### src/rtl/sdram_arbiter.sv
`default_nettype none
// +----------------------------------------------------------------------------+
// | Module  : sdram_arbiter                                                    |
// | Brief   : Two-master SDRAM command arbiter with outstanding-read tag FIFO. |
// |           Define SDRAM_ARBITER_FIXED_PRIO_EN for fixed priority (m0 wins). |
// | Revision: 1.0  initial release                                             |
// +----------------------------------------------------------------------------+
module sdram_arbiter #(
  parameter int MAX_PENDING = 4
) (
  input  logic        clk_clk,
  input  logic        reset_reset_n,
  input  logic [24:0] m0_address,
  input  logic [1:0]  m0_byteenable,
  input  logic [15:0] m0_writedata,
  input  logic        m0_read,
  input  logic        m0_write,
  output logic        m0_waitrequest,
  output logic [15:0] m0_readdata,
  output logic        m0_readdatavalid,
  input  logic [24:0] m1_address,
  input  logic [1:0]  m1_byteenable,
  input  logic [15:0] m1_writedata,
  input  logic        m1_read,
  input  logic        m1_write,
  output logic        m1_waitrequest,
  output logic [15:0] m1_readdata,
  output logic        m1_readdatavalid,
  output logic [24:0] sdr_address,
  output logic [1:0]  sdr_byteenable_n,
  output logic        sdr_chipselect,
  output logic [15:0] sdr_writedata,
  output logic        sdr_read_n,
  output logic        sdr_write_n,
  input  logic [15:0] sdr_readdata,
  input  logic        sdr_readdatavalid,
  input  logic        sdr_waitrequest,
  output logic        rd_orphan_err
);
  localparam int c_ptr_w = $clog2(MAX_PENDING);
  localparam int c_cnt_w = c_ptr_w + 1;
  localparam logic [c_cnt_w-1:0] c_full = c_cnt_w'(MAX_PENDING);
  localparam logic [0:0] c_idle = 1'b0;
  localparam logic [0:0] c_cmd  = 1'b1;

  logic [0:0]         r_state, w_next_state;
  logic               r_grant, w_next_grant;
  logic               r_tags [MAX_PENDING];
  logic [c_ptr_w-1:0] r_wr_ptr, r_rd_ptr;
  logic [c_cnt_w-1:0] r_count;
  logic               r_orphan;

  logic        w_full, w_empty, w_elig0, w_elig1, w_pick;
  logic        w_in_cmd, w_accept, w_push, w_pop;
  logic        w_g_read, w_g_write;
  logic [24:0] w_g_addr;
  logic [1:0]  w_g_be;
  logic [15:0] w_g_wdata;

  assign w_full   = (r_count == c_full);
  assign w_empty  = (r_count == '0);
  // Simultaneous read+write counts as a write, which never needs a tag slot.
  assign w_elig0  = m0_write | (m0_read & ~w_full);
  assign w_elig1  = m1_write | (m1_read & ~w_full);

`ifdef SDRAM_ARBITER_FIXED_PRIO_EN
  assign w_pick = ~w_elig0;
`else
  logic r_last;
  assign w_pick = (w_elig0 & w_elig1) ? ~r_last : w_elig1;

  always_ff @(posedge clk_clk or negedge reset_reset_n) begin
    if (!reset_reset_n) begin
      r_last <= 1'b1;
    end else if (r_state == c_idle && w_next_state == c_cmd) begin
      r_last <= w_pick;
    end
  end
`endif

  assign w_g_read  = r_grant ? m1_read       : m0_read;
  assign w_g_write = r_grant ? m1_write      : m0_write;
  assign w_g_addr  = r_grant ? m1_address    : m0_address;
  assign w_g_be    = r_grant ? m1_byteenable : m0_byteenable;
  assign w_g_wdata = r_grant ? m1_writedata  : m0_writedata;

  assign w_in_cmd = (r_state == c_cmd);
  assign w_accept = w_in_cmd & ~sdr_waitrequest;
  assign w_push   = w_accept & w_g_read & ~w_g_write;
  assign w_pop    = sdr_readdatavalid & ~w_empty;

  always_ff @(posedge clk_clk or negedge reset_reset_n) begin
    if (!reset_reset_n) begin
      r_state <= c_idle;
      r_grant <= 1'b0;
    end else begin
      r_state <= w_next_state;
      r_grant <= w_next_grant;
    end
  end

  always_comb begin
    w_next_state = r_state;
    w_next_grant = r_grant;
    case (r_state)
      c_idle: begin
        if (w_elig0 | w_elig1) begin
          w_next_state = c_cmd;
          w_next_grant = w_pick;
        end
      end
      c_cmd: begin
        if (!sdr_waitrequest) w_next_state = c_idle;
      end
      default: w_next_state = c_idle;
    endcase
  end

  always_comb begin
    sdr_address      = '0;
    sdr_writedata    = '0;
    sdr_byteenable_n = 2'b11;
    sdr_chipselect   = 1'b0;
    sdr_read_n       = 1'b1;
    sdr_write_n      = 1'b1;
    m0_waitrequest   = 1'b1;
    m1_waitrequest   = 1'b1;
    if (w_in_cmd) begin
      sdr_address      = w_g_addr;
      sdr_writedata    = w_g_wdata;
      sdr_byteenable_n = ~w_g_be;
      sdr_chipselect   = 1'b1;
      sdr_read_n       = ~(w_g_read & ~w_g_write);
      sdr_write_n      = ~w_g_write;
      if (!sdr_waitrequest) begin
        if (r_grant) m1_waitrequest = 1'b0;
        else         m0_waitrequest = 1'b0;
      end
    end
  end

  // Pointers wrap naturally since MAX_PENDING is a power of two.
  always_ff @(posedge clk_clk or negedge reset_reset_n) begin
    if (!reset_reset_n) begin
      r_wr_ptr <= '0;
      r_rd_ptr <= '0;
      r_count  <= '0;
      r_orphan <= 1'b0;
    end else begin
      if (w_push) r_wr_ptr <= r_wr_ptr + 1'b1;
      if (w_pop)  r_rd_ptr <= r_rd_ptr + 1'b1;
      case ({w_push, w_pop})
        2'b10:   r_count <= r_count + 1'b1;
        2'b01:   r_count <= r_count - 1'b1;
        default: r_count <= r_count;
      endcase
      if (sdr_readdatavalid && w_empty) r_orphan <= 1'b1;
    end
  end

  always_ff @(posedge clk_clk) begin
    if (w_push) r_tags[r_wr_ptr] <= r_grant;
  end

  assign m0_readdata      = sdr_readdata;
  assign m1_readdata      = sdr_readdata;
  assign m0_readdatavalid = w_pop & ~r_tags[r_rd_ptr];
  assign m1_readdatavalid = w_pop &  r_tags[r_rd_ptr];
  assign rd_orphan_err    = r_orphan;

endmodule
`default_nettype wire

### config.mk
export PLATFORM = sky130hd
export DESIGN_NAME = sdram_arbiter
export DESIGN_NICKNAME = d
export VERILOG_FILES = /design/src/rtl/sdram_arbiter.sv
export SDC_FILE = /design/constraint.sdc
export NUM_CORES = 1
export LEC_CHECK = 0
export ABC_AREA = 1
export BUFFER_PORTS_ARGS = -buffer_cell sky130_fd_sc_hd__buf_2
export CAP_MARGIN = 10
export CORE_MARGIN = 4
export CORE_UTILIZATION = 29
export CTS_BUF_LIST = sky130_fd_sc_hd__clkbuf_4 sky130_fd_sc_hd__clkbuf_8
export CTS_CLUSTER_SIZE = 14
export DETAILED_ROUTE_END_ITERATION = 6
export HOLD_SLACK_MARGIN = 0.03
export PLACE_DENSITY = 0.89
export SYNTH_ARGS = -nofsm -noshare
export SYNTH_HDL_FRONTEND = slang
export SYNTH_SLANG_ARGS = --single-unit
### constraint.sdc
create_clock -name clk_clk -period 2.1 [get_ports clk_clk]
set_input_delay 0.42 -clock clk_clk [delete_from_list [all_inputs] [get_ports clk_clk]]
set_output_delay 0.42 -clock clk_clk [all_outputs]
set_load 0.01 [all_outputs]
== Word-level counts from Yosys, hierarchy flattened ==
Memory sizes are Yosys's and may differ from the RTL's.
Index checks and enable logic that the tools add are counted.

* Order comparisons: 0
* $mul: 0
* Add/subtract/negate cells: 4
* Divide/modulo/power cells: 0
* Eq/ne operators: 3
* Mux-type cells: 24
* Shift operators: 0
* Reduce and logical (&&, ||, !) cells: 5
* Bitwise gates (word level): 22

{| class="wikitable"
|+ Operators with widths
! cell !! number
|-
| 25-bit two-way mux || 2
|-
| 16-bit two-way mux || 2
|-
| 1-bit two-way mux || 16
|-
| 1-bit bitwise AND || 10
|-
| 1-bit NOT || 8
|-
| 3-bit one-hot mux with 2 select lines || 1
|-
| 2-bit by 1-bit adder with 2-bit output, second input constant || 2
|-
| 2-bit two-way mux || 2
|-
| 3-bit by 1-bit adder with 3-bit output, second input constant || 1
|-
| 3-bit == test, second input constant || 1
|-
| 3-bit zero test || 1
|-
| 1-bit bitwise OR || 3
|-
| 3-bit by 1-bit subtractor with 3-bit output, second input constant || 1
|-
| 2-bit by 1-bit == test with 1-bit output, second input constant || 1
|-
| 2-bit == test, second input constant || 1
|-
| 1-bit logical AND || 2
|-
| 2-bit NOT || 1
|-
| 1-bit one-hot mux with 2 select lines || 1
|-
| 2-bit AND reduction || 1
|-
| 2-bit nonzero test || 1
|}

* Bits in latches: 0
* Memories: 1
* Memory bits (writable): 4
* Output and inout port bits: 83
* Register bits: 11
* ROM bits: 0
* Input bits: 110

{| class="wikitable"
|+ Memory list
! memory !! words !! width !! rd ports !! clocked after memory_dff !! write ports !! RTL line !! text
|-
| r_tags || 4 || 1 || 1 || 0 || 1 || 48 || <nowiki>logic r_tags [MAX_PENDING];</nowiki>
|}

== Depth between registers and ports, before layout ==
Gate-level depths: netlist of the first run.

* Word-level depth: 8
* Depth in mapped cells: 10

== Worst setup path after synthesis of the first run ==
Ideal clock, no wire load.

* Kind: flip-flop to flip-flop
* Start point: register r_grant
* End point: register r_count[1]
* Stages on the path, launching flop included: 7
* Path slack: 0.191 ns
* Data arrival time: 1.826 ns
* Data required time: 2.017 ns
* Period minus slack after synthesis: 1.909 ns
* Cell sequence: dfrtp_1 > o21ai_0 > nand4_2 > ha_1 > inv_1 > fa_1 > o21ai_0

* Cells in the longest elaborated chain, start to end: 5

{| class="wikitable"
|+ RTL lines
! what !! RTL line !! text
|-
| start: declaration || 47 || <nowiki>logic r_grant, w_next_grant;</nowiki>
|-
| start signal: assignment || 98 || <nowiki>r_grant <= w_next_grant;</nowiki>
|-
| 1-bit two-way mux, on equally long branches || 81, 82 ||
|-
| 1-bit bitwise AND or 1-bit NOT (tied branches) || 89 || <nowiki>assign w_push = w_accept & w_g_read & ~w_g_write;</nowiki>
|-
| 1-bit bitwise AND * || 89 ||
|-
| 2-bit by 1-bit == test with 1-bit output or 2-bit == test (tied branches) || 152 || <nowiki>case ({w_push, w_pop})</nowiki>
|-
| 3-bit one-hot mux with 2 select lines or 2-bit nonzero test (tied branches) || n/a ||
|-
| end signal: assignment || 153 || <nowiki>2'b10: r_count <= r_count + 1'b1;</nowiki>
|-
| end signal: assignment || 154 || <nowiki>2'b01: r_count <= r_count - 1'b1;</nowiki>
|-
| end signal: assignment || 155 || <nowiki>default: r_count <= r_count;</nowiki>
|-
| end: declaration || 50 || <nowiki>logic [c_cnt_w-1:0] r_count;</nowiki>
|}

Mark *: on every way between the ends. The rest lies on a longest branch, timed or not.
A chain may end at the register's enable or synchronous reset.

== Final worst setup path of the first run ==
* Start point: register r_grant
* End point: output port sdr_writedata[11]

* Cells in the longest elaborated chain, start to end: 2

{| class="wikitable"
|+ RTL lines
! what !! RTL line !! text
|-
| 16-bit two-way mux || 85 || <nowiki>assign w_g_wdata = r_grant ? m1_writedata : m0_writedata;</nowiki>
|-
| 16-bit two-way mux || 128 || <nowiki>if (w_in_cmd) begin</nowiki>
|-
| end: declaration || 32 || <nowiki>output logic [15:0] sdr_writedata,</nowiki>
|}

No other way between the ends.

==> metrics.txt, run 1 <==
DRT iter0 DRCs 32; htree depth 1; WL final 5858 µm; Seq/Total Area, Yosys 26.98%; Setup CP Type flip-flop to output pin; synthesis-to-finish area growth 43.91%; FP Rows 25; worst flop-to-flop path startpoint r_grant$_DFFE_PN0P_; clock root buffer clkbuf_8; fmax 502.0 MHz; Worst-path clk slew 0.06 ns; Pre-Repair DR Iteration Count 4; Ports 193; DP Wirelength 5004 µm; register bit count reported by yosys 15; skew final 0.008181 ns; Synth Area in Simple Gates 10.30%; largest family of logic cells by synthesized area compound AO/OA/AOI/OAI gates; worst relative slew slack 81.13%; port buffer count 144; unrepaired setup endpoints after global routing false; Pint 1.524 mW; xor/xnor cell area share of the yosys netlist 2.383%; largest cells by area after synthesis a22o_1, buf_4, dfrtp_1; crit-path max FO 44; startpoint types flip-flop; synthesis warning total 0; status finished clean; post-synth cell types 23; crit end category output pin; proportion of layout cells with a drive suffix above 1 55.36%; CTS Sinks 15; CTS Buf Count 3; adder-cell share of the synthesized area 5.617%; Synth area leader a22o_1; VDD IR max 0.9785 mV; Final Non-Filler Cells 356; worst setup path startpoint r_grant$_DFFE_PN0P_; core area 0.004817 mm²; worst slew pin tran 0.2801 ns; grt ovf 0; Reg power frac 18.2%; post-synthesis compound-gate area fraction 30.13%; Total Routing Usage GR 16.55%; max cap viols 0; Final Hold Fails 0; Final GP Congestion 0.7840; Antenna Violating Nets Remaining 0; post-DR vias/cell 4.691; Final nets 406; Post-Syn Instances 176; Max Buffers Root-to-Sink 2; period utilization 94.87%; Worst Hold Class input port to asynchronous set/reset pin; CP arrival 1.57 ns; mapped cell area 0.001470 mm²; min cycle time layout 1.992 ns; global-route wire length before repair 8169 µm; Starting Density 30.52%; clk_lat worst skew 0.25 ns; via count 1670; DIE HEIGHT 79.20 µm; largest net degree at the start of global routing 45; Post-synth ARST share 73.33%; ant diodes 0; Mapped Avg Cell Area 8.353 µm²; setup TNS 0 ns; Die Width 79.20 µm; drt drc 0; switching pwr 1.356 mW; Leak 1.230 nW; Comb power frac 73.8%; vias in the first global route 1638; pwr/cell area 1361 mW/mm²; post-synth net total 292; # hold bufs at CTS 0; TritonCTS clock tree done; WL per Instance 16.46 µm; mux share of post-synthesis cell area 0%; Worst EP required 1.68 ns; Sw Ratio 47.08%; final max-slew violation count 0; Die ar. 0.006273 mm²; initial antenna violation count 0; Synth top area share 24.43%; Post-synth EDFFs 4; Clock Power Share 8.0%; endpoints failing setup 0; most used flip-flop cell after synthesis dfrtp_1; DP Cell Count 351
-- metal layers --
metal  track usage (%)  part of all wire [%]
met1             18.14                    36
met2             26.85                    47
met3             11.45                    17
met4             2.405                  0.22
met5                 0                     0
-- worst paths after layout --
check                      slack (ns)  depth (start not counted)                   endpoint
setup / recovery                 0.11                          5          sdr_writedata[11]
hold / removal                   0.04                          1    r_wr_ptr[1]$_DFFE_PN0P_
setup reg to reg                 0.19                          9     r_count[2]$_DFFE_PN0P_
hold reg to reg                  0.47                          2         r_last$_DFFE_PN1P_
max in group asynchronous        1.80                          1         r_last$_DFFE_PN1P_
min in group clk_clk             0.44                          2  rd_orphan_err$_DFFE_PN0P_
-- registers in the layout, indices dropped and copies added (netlist names) --
| name | cells |
|---|---|
| r_tags | 4 |
| r_last | 1 |
| r_count | 3 |
| r_rd_ptr | 2 |
| rd_orphan_err | 1 |
| r_wr_ptr | 2 |
| r_state | 1 |
| r_grant | 1 |
-- Yosys cell counts, drive strengths merged (3+ instances only) --
cell type and number:
a22o 41, buf 40, nand2 21, inv 18
nor2 11, dfrtp 10, o21ai 7, a21oi 5
ha 5, edfxtp 4, xor2 3
-- kinds of logic (layout without fill, tap and decap cells) --
group	after synthesis	in the layout
AOI/OAI and AO/OA	56	56
xor gates and xnor gates	4	4
adders and majority gates	6	6
buffers and inverters	59	172
DFF	15	15
and+or+nand+nor	36	36
-- what timing repair did --
item | in CTS | in global routing
gates resized for setup | 0 | 3
endpoints found under the setup margin | 0 | 3
setup buffers | 0 | 0
-- area by class of cell --
cell class	count	area, µm²
repair buffers	149	800.8
fillers	509	2701
multi-input cells	102	716.9
inverters	19	71.32
well taps	67	83.83
clock buffers	3	41.29
clock inverters	1	5.005
flip-flops and latches	15	396.6
-- power groups by stage --
stage                     logic, mW  clock network [mW]  registers, mW
after global routing           2.36               0.250          0.540
after CTS                      2.09               0.237          0.526
final                          2.13               0.231          0.524
after global placement         2.05                   0          0.521
after floorplan                1.34                   0          0.524
after detailed placement       2.08                   0          0.531
-- metrics by stage --
step | power [mW] | setup slack, ns | util [%] | cell area [µm²] | hold slack, ns
2_1_floorplan | 1.859 | 0.1914 | - | 1470 | 0.1244
3_3_place_gp | 2.570 | 0.1742 | 42.34 | 2039 | 0.3016
3_5_place_dp | 2.608 | 0.06557 | 42.34 | 2039 | 0.3038
4_1_cts | 2.857 | 0.07064 | 43.30 | 2086 | 0.03344
5_1_grt | 3.153 | 0.02906 | 43.92 | 2116 | 0.03800
6_report | 2.880 | 0.1078 | 43.92 | 2116 | 0.03514
-- worst max-delay path, stage by stage (launching register included) --
cell and delay, ns:
dfrtp_1 0.42, buf_4 0.18, nor2_2 0.15, buf_12 0.22
a22o_1 0.19, buf_2 0.16
-- layout by cell type (no fill, tap or decap) --
master / synthesis / layout
a21oi_1: 5 / 5
a22o_1: 41 / 41
a22oi_1: 2 / 1
a22oi_2: 0 / 1
a31o_2: 1 / 1
buf_12: 0 / 2
buf_2: 4 / 144
buf_4: 36 / 2
clkbuf_16: 0 / 1
clkbuf_8: 0 / 3
clkinv_2: 0 / 1
dfrtp_1: 10 / 10
dfstp_2: 1 / 1
edfxtp_1: 4 / 4
fa_1: 1 / 1
ha_1: 5 / 5
inv_1: 18 / 18
inv_2: 0 / 1
nand2_1: 21 / 21
nand3_1: 2 / 2
nand4_2: 1 / 1
nor2_1: 10 / 10
nor2_2: 1 / 1
o21ai_0: 6 / 5
o21ai_1: 1 / 2
or2_2: 1 / 1
xnor2_1: 1 / 1
xor2_1: 3 / 3
No activity file was read; power rests on OpenSTA's default activity.
==> run 2, diff against run 1 <==
Clock period 2.1 ns to 1.7 ns, I/O delays scaled along.
==> run 2 against run 1 <==
- the flow now finishes with violations (negative setup slack)
- critical path depth grew 5
- sequential share of layout area down 2.6 points
- combinational power up 68%
- worst hold slack better by 0.32 ns
- highest routed layer unchanged
- setup slack got worse by 0.26 ns
- sequential cell count unchanged
- first-iteration DRC count increased by 63%
- global-route usage up 2.9 points
- final area up 17%
==> metrics.txt, run 2 (same netlist as run 1, synthesis figures left out) <==
fmax 539.1 MHz; port buffer count 144 (unchanged); Final Hold Fails 0 (unchanged); hold depth 2; Die Width 79.20 µm (unchanged); delay of the slowest cell on the worst path 0.47 ns (+0.05 ns); htree depth 1 (unchanged); unrepaired setup endpoints after global routing true; CP max-delay cell dfrtp_2; DP Wirelength 4749 µm (-5.1%); Final GP Congestion 0.8349 (+6.5%); global-route wire length before repair 9480 µm (+16%); Die ar. 0.006273 mm² (unchanged); grt ovf 0 (unchanged); via count 1780 (+6.6%); pwr/cell area 1839 mW/mm² (+35%); Setup CP Type flip-flop to flip-flop; status finished with violations; Max Buffers Root-to-Sink 2 (unchanged); drt drc 0 (unchanged); worst slew pin tran 0.2502 ns (-0.02990 ns); Worst-path clk slew 0.07 ns (about the same); max cap viols 0 (unchanged); min cycle time layout 1.855 ns; crit-path max FO 5 (-89%); initial antenna violation count 0 (unchanged); DRT iter0 DRCs 52 (+63%); period utilization 109.1%; overall power 4.545 mW (+58%); Total Routing Usage GR 19.41% (+2.9 points); Top Registers r_tags x4, r_count x3; most flop-heavy register r_tags; Seq. cell area 399.1 µm² (+0.63%); critical-path cell list buf_6, nand2_4, o21ai_4, nand4_4, ha_4, inv_2, fa_2, a21oi_2, o21ai_1, xor2_1; Pre-Repair DR Iteration Count 4 (unchanged); skew final 0.001804 ns (-0.006377 ns); clk_lat worst skew 0.25 ns (about the same); # fillers 457 (-10%); endpoints failing setup 47 (+47); max reg flops 4 (unchanged); Antenna Violating Nets Remaining 0 (unchanged); largest net degree at the start of global routing 23 (-49%); final setup margin -0.1550 ns (-0.2627 ns); Post-Place Setup Slack -0.05268 ns (-0.1183 ns); commonest non-fill, non-tap cell in the layout buf_2; CP arrival 1.98 ns (+0.41 ns); DIE HEIGHT 79.20 µm (unchanged); final max-slew violation count 0 (unchanged); Final nets 424 (+4.4%); startpoint types flip-flop; VDD IR max 1.001 mV (+2.3%); FP Rows 25 (unchanged); crit end category flip-flop; CTS Sinks 15 (unchanged); cell depth of the worst flop-to-flop path 10 (+1); Ports 193 (unchanged); WL final 6434 µm (+9.8%); failing checks negative setup slack; post-DR vias/cell 4.759 (+1.5%); Worst EP required 1.82 ns (+0.14 ns); worst relative slew slack 83.32% (+2.2 points); TritonCTS clock tree done; commonest non-fill, non-tap cells in the layout buf_2, a22o_1, nand2_1; ant diodes 0 (unchanged); Starting Density 30.52% (unchanged); WL per Instance 17.20 µm (+4.5%); Worst Hold Class input port to flip-flop; synthesis-to-finish area growth 68.09%; clock root buffer clkbuf_8; core area 0.004817 mm² (unchanged); Leak 1.376 nW (+12%); CTS Buf Count 3 (unchanged); vias in the first global route 1898 (+16%); proportion of layout cells with a drive suffix above 1 62.21% (+6.9 points); area used by multi-input combinational logic 799.5 µm² (+12%)
run 2: what timing repair did:
item / 4_1_cts / 5_1_grt
endpoints found under the hold margin: 10 / 0
gates resized for setup: 20 / 8
hold buffers: 1 / 0
pin swaps: 7 / 1
buffers inserted: 9 / 0
cloned: 5 / 0
setup endpoints to repair: 47 / 52
run 2: routing by layer:
metal	wire length (µm)	share of wire, %	track usage, %
met1	2146	33	20.65
met2	3137	49	32.41
met3	1077	17	11.79
met4	72	1.1	4.983
met5	0	0	0
run 2: stage by stage:
step           setup TNS [ns]  instance area [µm²]  util [%]  hold slack, ns  std cells
2_1_floorplan       -0.002610                 1513         -         0.04441        176
3_3_place_gp                0                 2112     43.84          0.2233        355
3_5_place_dp         -0.06912                 2112     43.84          0.2266        355
4_1_cts                -3.042                 2440     50.65          0.3517        374
5_1_grt                -6.297                 2471     51.30          0.3799        374
6_report               -3.262                 2471     51.30          0.3568        374
run 2: path summary, 6_finish.rpt:
path	startpoint	to	slack, ns
worst max-delay path	r_grant$_DFFE_PN0P_	r_count[2]$_DFFE_PN0P_	-0.15
worst min-delay path	sdr_readdatavalid	rd_orphan_err$_DFFE_PN0P_	0.36
worst max register to register	r_grant$_DFFE_PN0P_	r_count[2]$_DFFE_PN0P_	-0.15
worst min register to register	r_last$_DFFE_PN1P_	r_last$_DFFE_PN1P_	0.47
max in group asynchronous	reset_reset_n	r_last$_DFFE_PN1P_	0.94
min in group asynchronous	reset_reset_n	r_wr_ptr[0]$_DFFE_PN0P_	0.50
run 2: layout make-up:
type	count	area share (%)
clock buffer	3	1.671
clock inverter	1	0.2025
inverter	19	3.190
multi-input combinational	102	32.35
sequential	15	16.15
tap	67	3.392
timing repair buffer	167	43.04
run 2: power by group:
part	switching (mW)	leakage (nW)	internal (mW)
Sequential	0.142	0.160	0.534
Combinational	1.75	1.19	1.82
Clock	0.137	0.0255	0.163
Total	2.03	1.38	2.51
run 2: critical path, delay by kind of cell, from the launching register on:
family	cells	cell delay, ns
AO/OA/AOI/OAI	3	0.28
buffers and inverters	2	0.19
flip-flops	1	0.47
XOR/XNOR	1	0.16
AND/OR/NAND/NOR	2	0.15
adder cells (fa/ha/maj)	2	0.47
==> run 3, diff against run 2 <==
Settings changed: GPL_ROUTABILITY_DRIVEN from default to 0, RECOVER_POWER from default to 100.
==> run 3 against run 2 <==
- the run still ends with negative setup slack left
- sequential share of layout area hardly changed
- global-route usage stayed put
- critical path depth stayed put
- fmax hardly changed
- critical endpoint unchanged
==> metrics.txt, run 3 (same netlist as run 1, synthesis figures left out) <==
status finished with violations; failing checks negative setup slack; proportion of layout cells with a drive suffix above 1 61.24% (-0.98 points); Setup CP Type flip-flop to flip-flop; initial antenna violation count 0 (unchanged); synthesis-to-finish area growth 67.66%; drt drc 0 (unchanged); DIE HEIGHT 79.20 µm (unchanged); setup TNS -3.225 ns (+0.03643 ns); CP top delay family adder cells; DRT iter0 DRCs 52 (unchanged); Final Hold Fails 0 (unchanged); final core occ 51.17% (-0.13 points); endpoints failing setup 47 (unchanged); final max-slew violation count 0 (unchanged); VDD IR max 1.002 mV (about the same); Worst-path clk slew 0.07 ns (about the same); CTS Sinks 15 (unchanged); Worst EP required 1.82 ns (about the same); DP Wirelength 4749 µm (unchanged); crit path buf inv count 2 (unchanged); WL per Instance 17.15 µm (-0.30%); most flop-heavy register r_tags; worst relative slew slack 60.05% (-23 points); fmax 538.9 MHz (about the same); Top Registers r_tags x4, r_count x3; grt ovf 0 (unchanged); worst slew pin tran 0.5992 ns (+0.3491 ns); period utilization 109.2% (about the same); Final Non-Filler Cells 374 (unchanged); commonest non-fill, non-tap cell in the layout buf_2; Leak 1.368 nW (-0.58%); DP Cell Count 355 (unchanged); Antenna Violating Nets Remaining 0 (unchanged); clock root buffer clkbuf_8; vias in the first global route 1898 (unchanged); CP max-delay cell dfrtp_2; unrepaired setup endpoints after global routing true; port buffer count 144 (unchanged); clk_lat worst skew 0.25 ns (about the same); final setup margin -0.1556 ns (-0.0006720 ns); max cap viols 0 (unchanged); TritonCTS clock tree done; startpoint types flip-flop; WL final 6415 µm (-0.30%); Final nets 424 (unchanged); final hold slack 0.3576 ns (+0.0007930 ns); CTS Buf Count 3 (unchanged); crit-path max FO 5 (unchanged); ant diodes 0 (unchanged); post-DR vias/cell 4.757 (about the same); via count 1779 (-0.056%); delay of the slowest cell on the worst path 0.47 ns (about the same); htree depth 1 (unchanged); Worst Hold Class input port to flip-flop; Die ar. 0.006273 mm² (unchanged); max reg flops 4 (unchanged); FP Rows 25 (unchanged); critical-path cell list buf_6, nand2_4, o21ai_4, nand4_4, ha_4, inv_2, fa_2, a21oi_2, o21ai_1, xor2_1; Total Routing Usage GR 19.41% (unchanged); pwr/cell area 1837 mW/mm² (-0.13%); global-route wire length before repair 9480 µm (unchanged); Pre-Repair DR Iteration Count 4 (unchanged); core area 0.004817 mm² (unchanged); commonest non-fill, non-tap cells in the layout buf_2, a22o_1, nand2_1; Starting Density 30.52% (unchanged); Die Width 79.20 µm (unchanged); CP arrival 1.98 ns (about the same); Max Buffers Root-to-Sink 2 (unchanged); overall power 4.527 mW (-0.38%); largest net degree at the start of global routing 23 (unchanged); min cycle time layout 1.856 ns (+0.0006720 ns); crit end category flip-flop; Ports 193 (unchanged); skew final 0.003535 ns (+0.001731 ns)
## run 3: changes by cell type in the layout (fill, tap and decap cells not counted), sizes merged
cell,previous run,this run
clkbuf,3,7
buf,166,162
## run 3: metrics by stage
step	worst slack [ns]	cell area, µm²
floorplan	-0.002610	1513
global placement	0.01822	2112
detailed placement	-0.05268	2112
CTS	-0.1096	2440
global route	-0.2475	2465
finish	-0.1556	2465
## run 3: worst paths after layout
check / to / cells after the start / slack [ns] / from
setup / recovery: r_count[2]$_DFFE_PN0P_ / 10 / -0.16 / r_grant$_DFFE_PN0P_
hold / removal: rd_orphan_err$_DFFE_PN0P_ / 2 / 0.36 / sdr_readdatavalid
setup reg to reg: r_count[2]$_DFFE_PN0P_ / 10 / -0.16 / r_grant$_DFFE_PN0P_
hold reg to reg: r_last$_DFFE_PN1P_ / 2 / 0.47 / r_last$_DFFE_PN1P_
max in group asynchronous: r_state$_DFF_PN0_ / 2 / 0.65 / reset_reset_n
min in group asynchronous: r_wr_ptr[0]$_DFFE_PN0P_ / 2 / 0.62 / reset_reset_n
## run 3: cell type report
type                            count  area [µm²]
Fill cell                         460        2352
Timing Repair Buffer              167        1057
Multi-Input combinational cell    102       799.5
Sequential cell                    15       399.1
Tap cell                           67       83.83
Inverter                           19       78.83
Clock buffer                        3       41.29
Clock inverter                      1       5.005
## run 3: what timing repair did
item	4_1_cts	5_1_grt
hold endpoints to repair	10	0
gates resized for setup	20	8
hold buffers	1	0
pin swaps	7	1
setup buffers	9	0
endpoints found under the setup margin	47	52
cloned	5	0
## run 3: report_power, final
part           switching, mW  leakage [nW]  total, mW  internal [mW]
clock network          0.135        0.0255      0.298          0.163
registers              0.142         0.160      0.676          0.534
logic                   1.75          1.18       3.55           1.80
total                   2.03          1.37       4.53           2.50
## run 3: layer usage
layer	GRT usage [%]	up-vias	share of wire, %
met3	11.79	15	17
met1	20.65	815	33
met4	4.983	0	1.3
met2	32.41	103	49
met5	0	-	0
li1	-	846	-
